## src/rtl/muldiv_unit.sv

```systemverilog
// Iterative signed multiply/divide unit that owns the HI/LO registers.
// The unit takes one shift-add or shift-subtract step per cycle, working on operand magnitudes.
module muldiv_unit #(
  parameter int WIDTH = 32
) (
  input  logic             clk,
  input  logic             reset,
  input  logic             start,
  input  logic             multordiv,
  input  logic [WIDTH-1:0] srca,
  input  logic [WIDTH-1:0] srcb,
  output logic             busy,
  output logic             done,
  output logic [WIDTH-1:0] hi,
  output logic [WIDTH-1:0] lo
);

  localparam int CW = $clog2(WIDTH);

  typedef enum logic [1:0] {IDLE, CALC, FIX} state_t;

  state_t             state, next_state;
  logic [CW-1:0]      count;
  logic               is_mult, neg_a, neg_b, div_zero;
  logic [WIDTH-1:0]   b_mag;
  logic [2*WIDTH-1:0] acc, step_acc, prod_fixed;
  logic [WIDTH-1:0]   acc_hi, acc_lo, mag_a, mag_b;
  logic [WIDTH:0]     add_sum, shifted, diff;
  logic [WIDTH-1:0]   fix_hi, fix_lo;

  assign acc_hi = acc[2*WIDTH-1:WIDTH];
  assign acc_lo = acc[WIDTH-1:0];
  assign mag_a  = srca[WIDTH-1] ? -srca : srca;
  assign mag_b  = srcb[WIDTH-1] ? -srcb : srcb;
  assign busy   = (state != IDLE);

  always_ff @(posedge clk or posedge reset) begin
    if (reset) state <= IDLE;
    else       state <= next_state;
  end

  always_comb begin
    next_state = state;
    case (state)
      IDLE:    if (start) next_state = CALC;
      CALC:    if (count == CW'(WIDTH - 1)) next_state = FIX;
      FIX:     next_state = IDLE;
      default: next_state = IDLE;
    endcase
  end

  // MULT: add multiplicand into the upper half when the multiplier LSB is set, then shift right.
  // DIV: shift the next dividend bit into the remainder and keep the subtraction if it does not borrow.
  always_comb begin
    add_sum = {1'b0, acc_hi} + (acc_lo[0] ? {1'b0, b_mag} : {(WIDTH+1){1'b0}});
    shifted = {acc_hi, acc_lo[WIDTH-1]};
    diff    = shifted - {1'b0, b_mag};
    if (is_mult)
      step_acc = {add_sum, acc_lo[WIDTH-1:1]};
    else if (diff[WIDTH])
      step_acc = {shifted[WIDTH-1:0], acc_lo[WIDTH-2:0], 1'b0};
    else
      step_acc = {diff[WIDTH-1:0], acc_lo[WIDTH-2:0], 1'b1};
  end

  // A zero divisor leaves the quotient all ones and the remainder equal to |srca|,
  // so restoring the dividend sign reproduces srca exactly.
  always_comb begin
    prod_fixed = (neg_a ^ neg_b) ? -acc : acc;
    if (is_mult) begin
      fix_hi = prod_fixed[2*WIDTH-1:WIDTH];
      fix_lo = prod_fixed[WIDTH-1:0];
    end else begin
      fix_hi = neg_a ? -acc_hi : acc_hi;
      fix_lo = div_zero ? {WIDTH{1'b1}} : ((neg_a ^ neg_b) ? -acc_lo : acc_lo);
    end
  end

  always_ff @(posedge clk or posedge reset) begin
    if (reset) begin
      count    <= '0;
      is_mult  <= 1'b0;
      neg_a    <= 1'b0;
      neg_b    <= 1'b0;
      div_zero <= 1'b0;
      b_mag    <= '0;
      acc      <= '0;
      hi       <= '0;
      lo       <= '0;
      done     <= 1'b0;
    end else begin
      done <= 1'b0;
      case (state)
        IDLE: if (start) begin
          is_mult  <= multordiv;
          neg_a    <= srca[WIDTH-1];
          neg_b    <= srcb[WIDTH-1];
          div_zero <= (srcb == '0);
          b_mag    <= multordiv ? mag_a : mag_b;
          acc      <= {{WIDTH{1'b0}}, (multordiv ? mag_b : mag_a)};
          count    <= '0;
        end
        CALC: begin
          acc   <= step_acc;
          count <= count + CW'(1);
        end
        FIX: begin
          hi   <= fix_hi;
          lo   <= fix_lo;
          done <= 1'b1;
        end
        default: ;
      endcase
    end
  end

endmodule

```

## config.mk

```make
export PLATFORM = sky130hd
export DESIGN_NAME = muldiv_unit
export DESIGN_NICKNAME = d
export VERILOG_FILES = /design/src/rtl/muldiv_unit.sv
export SDC_FILE = /design/constraint.sdc
export NUM_CORES = 1
export LEC_CHECK = 0
export ABC_AREA = 1
export BUFFER_PORTS_ARGS = -buffer_cell sky130_fd_sc_hd__buf_2
export CAP_MARGIN = 5
export CORE_UTILIZATION = 45
export DETAILED_ROUTE_END_ITERATION = 10
export GPL_TIMING_DRIVEN = 0
export SYNTH_ARGS = -nofsm -noshare
export SYNTH_HDL_FRONTEND = slang
export SYNTH_SLANG_ARGS = --single-unit
```

## constraint.sdc

```tcl
create_clock -name clk -period 6.61 [get_ports clk]
set_input_delay 0.3305 -clock clk [delete_from_list [all_inputs] [get_ports clk]]
set_output_delay 0.3305 -clock clk [all_outputs]
set_load 0.1 [all_outputs]
```

* Yosys cells after proc, flatten, opt, wreduce, memory -nomap -nowiden
Cells that the tools add are included.
** Storage, ports and cells
- Flip-flop bits (word level) :: 172
- Bits of input ports :: 68
- Output and inout bits :: 66
- Logic and storage cells :: 53
** Operators by class
- $add $sub $neg :: 8
- Equal/unequal tests :: 5
- Muxes and demuxes :: 21
- Bitwise operators :: 1
- Reduce and logical (&&, ||, !) cells :: 7
** Operators by type and width (count)
- $mux 32 :: 10
- $mux 64 :: 4
- $neg 32->32 :: 4
- $pmux 64 s2 :: 1
- $neg 64->64 :: 1
- $add 32x32->33 :: 1
- $sub 33x32->33 :: 1
- $logic_not 32->1 :: 1
- $pmux 5 s2 :: 1
- $reduce_and 2->1 :: 3
- $add 5x1->5 const B :: 1
- $eq 5x5->1 const B :: 1
- $mux 5 :: 1
- $mux 2 :: 2
- $ne 2x2->1 const B :: 2
- $pmux 2 s2 :: 1
- $reduce_bool 2->1 :: 2
- $eq 2x1->1 const B :: 1
- $eq 2x2->1 const B :: 1
- $logic_not 2->1 :: 1
- $mux 1 :: 1
- $xor 1x1->1 :: 1

* Longest topological paths before layout
- Depth after elaboration :: 5
- Depth in mapped cells :: 20
- Mapped depth without buffers :: 18

* Least setup slack after synthesis
Ideal clock, no wire load.
- Path type :: reg-to-reg
- From :: reg acc[0]
- To :: reg acc[63]
- Library setup time :: 66 ps
- Data arrival time :: 2388 ps
- Data required time :: 6544 ps
- Path slack :: 4156 ps
- Stages on the path, launching flop included :: 21
- Path buffers :: 2
- Clock period less this slack :: 2454 ps
- Path through :: dfrtp_1 buf_2 clkbuf_1 nand2_1 inv_1 ha_1 inv_1 fa_1 inv_1 nand3_1 nand3_1 inv_1 o21ai_0 nand2_1 nand3_1 nand2_1 inv_1 o21ai_0 inv_1 nand2_1 nand2_1
** Between the ends
- Longest elaborated chain between the ends :: 4
** Ends and longest elaborated chain
- start: declaration :: line 26 : logic [2*WIDTH-1:0] acc, step_acc, prod_fixed;
- start signal: assignment :: line 100 : acc <= {{WIDTH{1'b0}}, (multordiv ? mag_b : mag_a)};
- start signal: assignment :: line 104 : acc <= step_acc;
- $mux 32 :: line 55 : add_sum = {1'b0, acc_hi} + (acc_lo[0] ? {1'b0, b_mag} : {(WIDTH+1){1'b0}});
- $add 32x32->33 :: line 55
- $mux 64 :: line 58 : if (is_mult)
- $pmux 64 s2 :: line 93 : case (state)
No other way between the ends.
A chain may end at the register's enable or synchronous reset.

* Worst setup path after layout
Same ends and word-level chain as after synthesis.

==> summary.txt <==
STA
  • Max Transition Viols Final: 0
  • Final hold vios: 0
  • Highest clock rate: ~0.29 GHz
  • Tcrit/Tclk final: 0.529
  • Slew @ Worst Pin: ~1.2 ns
  • Worst slew margin: 0.208
  • Minimum clock period: roughly 3.5 ns
  • Final setup fails: 0
  • Unrepaired setup endpoints after global routing: false
  • Worst hold slack: about 0.16 ns
  • Worst Skew: 0.0155 ns

Floorplanning
  • Placeable core area: approximately 0.039 sq mm
  • Die area: 0.0398 sq mm
  • Die Y: 200 um
  • IO Count: 134
  • Die boundary width: between 150 and 200 um
  • FP Rows: between 70 and 80
  • Starting density of the core: 0.456

Finish
  • Layout cells sized above 1: 0.0728
  • Number of nets in the layout: 3312
  • Antenna fix cells: 0
  • Final core area utilization: 0.507
  • Fillers: 4214
  • Area grow syn2layout: 11.3%
  • Post-route cell area: between 0.015 and 0.02 sq mm

Synthesis
  • Seq cells post-synth: ~170
  • EDFF count, synth: 0
  • Post-synthesis sequential area ratio: 0.245
  • Synth cell types: 49
  • Synthesized instance count: ~3000
  • Post-synth top flop: dfrtp_1
  • Net Count, Synth: 3159
  • Top-count cell post-synth: nand2_1
  • Commonest cells post-synth: 1035 x nand2_1, 459 x inv_1, 296 x nand3_1, 288 x nor2_1, 172 x dfrtp_1
  • Synthesized cell area: approximately 0.018 sq mm
  • Yosys top cell by area: dfrtp_1
  • Area contributors post-synth: dfrtp_1 24%, nand2_1 22%, inv_1 9.8%
  • Async SR Flop Fraction: 1.00
  • Post-Syn Area per Cell: 5.82 sq um
  • Syn. warnings: 0
  • Post-synth top area share: 0.245

Worst setup path
  • Critical path cell sequence: buf_2, clkbuf_1, nand2_1, inv_1, ha_1, inv_1, fa_1, inv_1, nand3_1, nand3_1, inv_1, o21ai_0, nand2_1, nand3_1, nand2_1, inv_1, o21ai_0, inv_1, nand2_1, nand2_1
  • Crit end category: register
  • Worst path required time: 7.06 ns
  • Setup CP Type: reg2reg
  • Worst Setup Start Kind: register
  • Critical path peak fanout: 10
  • R2R depth: 20
  • CP peak stage delay: roughly 0.45 ns
  • FF-to-FF End: acc[63]
  • Crit path top cell by count: inv_1
  • Worst r2r src: acc[0]
  • R2r setup slk: approximately 3.1 ns
  • Critical path's slowest cell: clkbuf_1
  • WP buf/inv: 8
  • WP data arrival: between 3 and 4 ns
  • CP startpoint: acc[0]
  • Top delay family on crit path: buffers and inverters

Pwr
  • Pwr dens: ~610 mW/mm^2
  • Peak supply drop: 0.357 mV
  • Pleak: 10.6 nW

Clock tree
  • Clk slew on worst S/H paths: around 0.080 ns
  • CTS tree: done
  • Resize count post-CTS: 0
  • Root buffer cell: clkbuf_16
  • # clock sinks: about 170
  • Worst-Skew Late Latency: 0.52 ns
  • Setup bufs post-CTS: 0
  • # H-tree levels: 4
  • CTS Buffer Depth: 2
  • CTS buffer count: 17
  • Hold_buf cts: 1

GRT
  • Total gr overflow: 0
  • Global Route Usage Sum: 0.385
  • Largest net degree at the start of global routing: between 100 and 150
  • Global-route wire length before repair: 112 mm
  • Initial antenna violation count: 3
  • Vias in the first global route: 18800

Min path
  • Hold Crit Depth: 4
  • Hold crit path type: in2reg
  • Worst hold start: srcb[30]
  • Hold path endpoint: div_zero

Routing
  • Residual DRC count: 0
  • Wire length after detailed routing: around 76 mm
  • 1st-pass router iterations: 6
  • Drt wl/cell: ~20 um
  • DRT iter0 DRCs: ~2100
  • Routed Antenna Nets: 0
  • Vias: between 20000 and 25000
  • Vias per std cell: 5.59

Placed design
  • Buffers on Ports: between 100 and 150
  • GPL Wtd Cong: 1.01
  • DP Wirelength: between 60 and 70 mm
  • DP Area: around 0.019 sq mm

Status
  • Outcome: finished clean

Run
  • Max-Cap Viols: 0
==> layout by cell type, fill, tap and decap left out, types with 3 or more instances in the layout <==
master / count
nor4_1: 3
buf_4: 3
xnor2_1: 22
nand3_2: 4
nor3_1: 31
o21ai_0: 143
buf_6: 3
nand4_1: 27
a21boi_0: 7
xor2_1: 72
buf_1: 11
clkinv_8: 7
nand3_1: 296
clkbuf_1: 60
buf_2: 148
nand2_1: 1035
nand3b_1: 13
o21bai_1: 7
o221ai_1: 12
a31oi_1: 9
inv_8: 4
o22ai_1: 16
o211ai_1: 22
inv_1: 458
nand2_2: 10
nor2_1: 288
a21oi_1: 143
or2_2: 8
ha_1: 70
dfrtp_1: 172
inv_2: 3
o21ai_1: 5
nor2_2: 11
a22oi_1: 12
clkbuf_16: 17
a21o_1: 4
==> worst min-delay path, cell delays in order <==
cell	delay, ns
buf_2	0.11
inv_1	0.06
nand2_1	0.05
o21ai_0	0.08
==> power by group <==
group / switching [mW] / internal [mW]
logic: 6.03 / 2.64
clock network: 0.565 / 0.520
registers: 0.657 / 1.45
total: 7.25 / 4.61
==> stage by stage <==
step | worst slack [ns] | instances | power (mW) | TNS (ns)
after floorplan | 1.62 | 3019 | 7.93 | 0
after global placement | -0.390 | 3669 | 10.4 | -63.35
after detailed placement | 3.28 | 3670 | 10.5 | 0
after CTS | 3.25 | 3703 | 11.7 | 0
after global routing | 2.94 | 3703 | 12.8 | 0
final | 3.11 | 3703 | 11.9 | 0
==> worst max path at each step <==
stage               endpoint  cells after the start  slack, ns
floorplan             acc[0]                      1       1.62
finish               acc[63]                     20       3.11
global placement     acc[57]                      2      -0.39
detailed placement   acc[63]                     20       3.28
CTS                  acc[63]                     20       3.25
global route         acc[55]                     20       2.94
==> routing by layer <==
layer | GRT usage | share of wire | vias up
met4 | 0.199 | 0.050 | 6
met3 | 0.0707 | 0.079 | 198
met1 | 0.498 | 0.42 | 9702
met2 | 0.608 | 0.45 | 934
li1 | - | - | 9875
met5 | 0 | 0.00053 | -
==> sequential cells by signal (all words and copies together) (netlist names) <==
name      count
neg_b         1
acc          64
neg_a         1
is_mult       1
hi           32
done          1
count         5
b_mag        32
state         2
div_zero      1
lo           32
==> kinds of logic (layout without fill, tap and decap cells) <==
kind of cell / count (synthesis) / after routing / synth area share
AO/OA/AOI/OAI: 391 / 391 / 0.125
XOR/XNOR: 94 / 94 / 0.0469
adder cells (fa/ha/maj): 72 / 72 / 0.0521
buffers and inverters: 558 / 724 / 0.123
flip-flops: 172 / 172 / 0.245
AND/OR/NAND/NOR: 1732 / 1732 / 0.408
==> final cells by class <==
| type | instances | area, sq um | area share |
|---|---|---|---|
| buffer | 94 | 418 | 0.0214 |
| clock buffer | 17 | 425 | 0.0218 |
| clock inverter | 15 | 206 | 0.0106 |
| inverter | 464 | 1750 | 0.0895 |
| multi-input combinational | 2289 | 11100 | 0.568 |
| sequential | 172 | 4300 | 0.220 |
| tap | 518 | 648 | 0.0331 |
| timing repair buffer | 134 | 698 | 0.0357 |
Note: power is estimated with default switching activity, not from simulation.
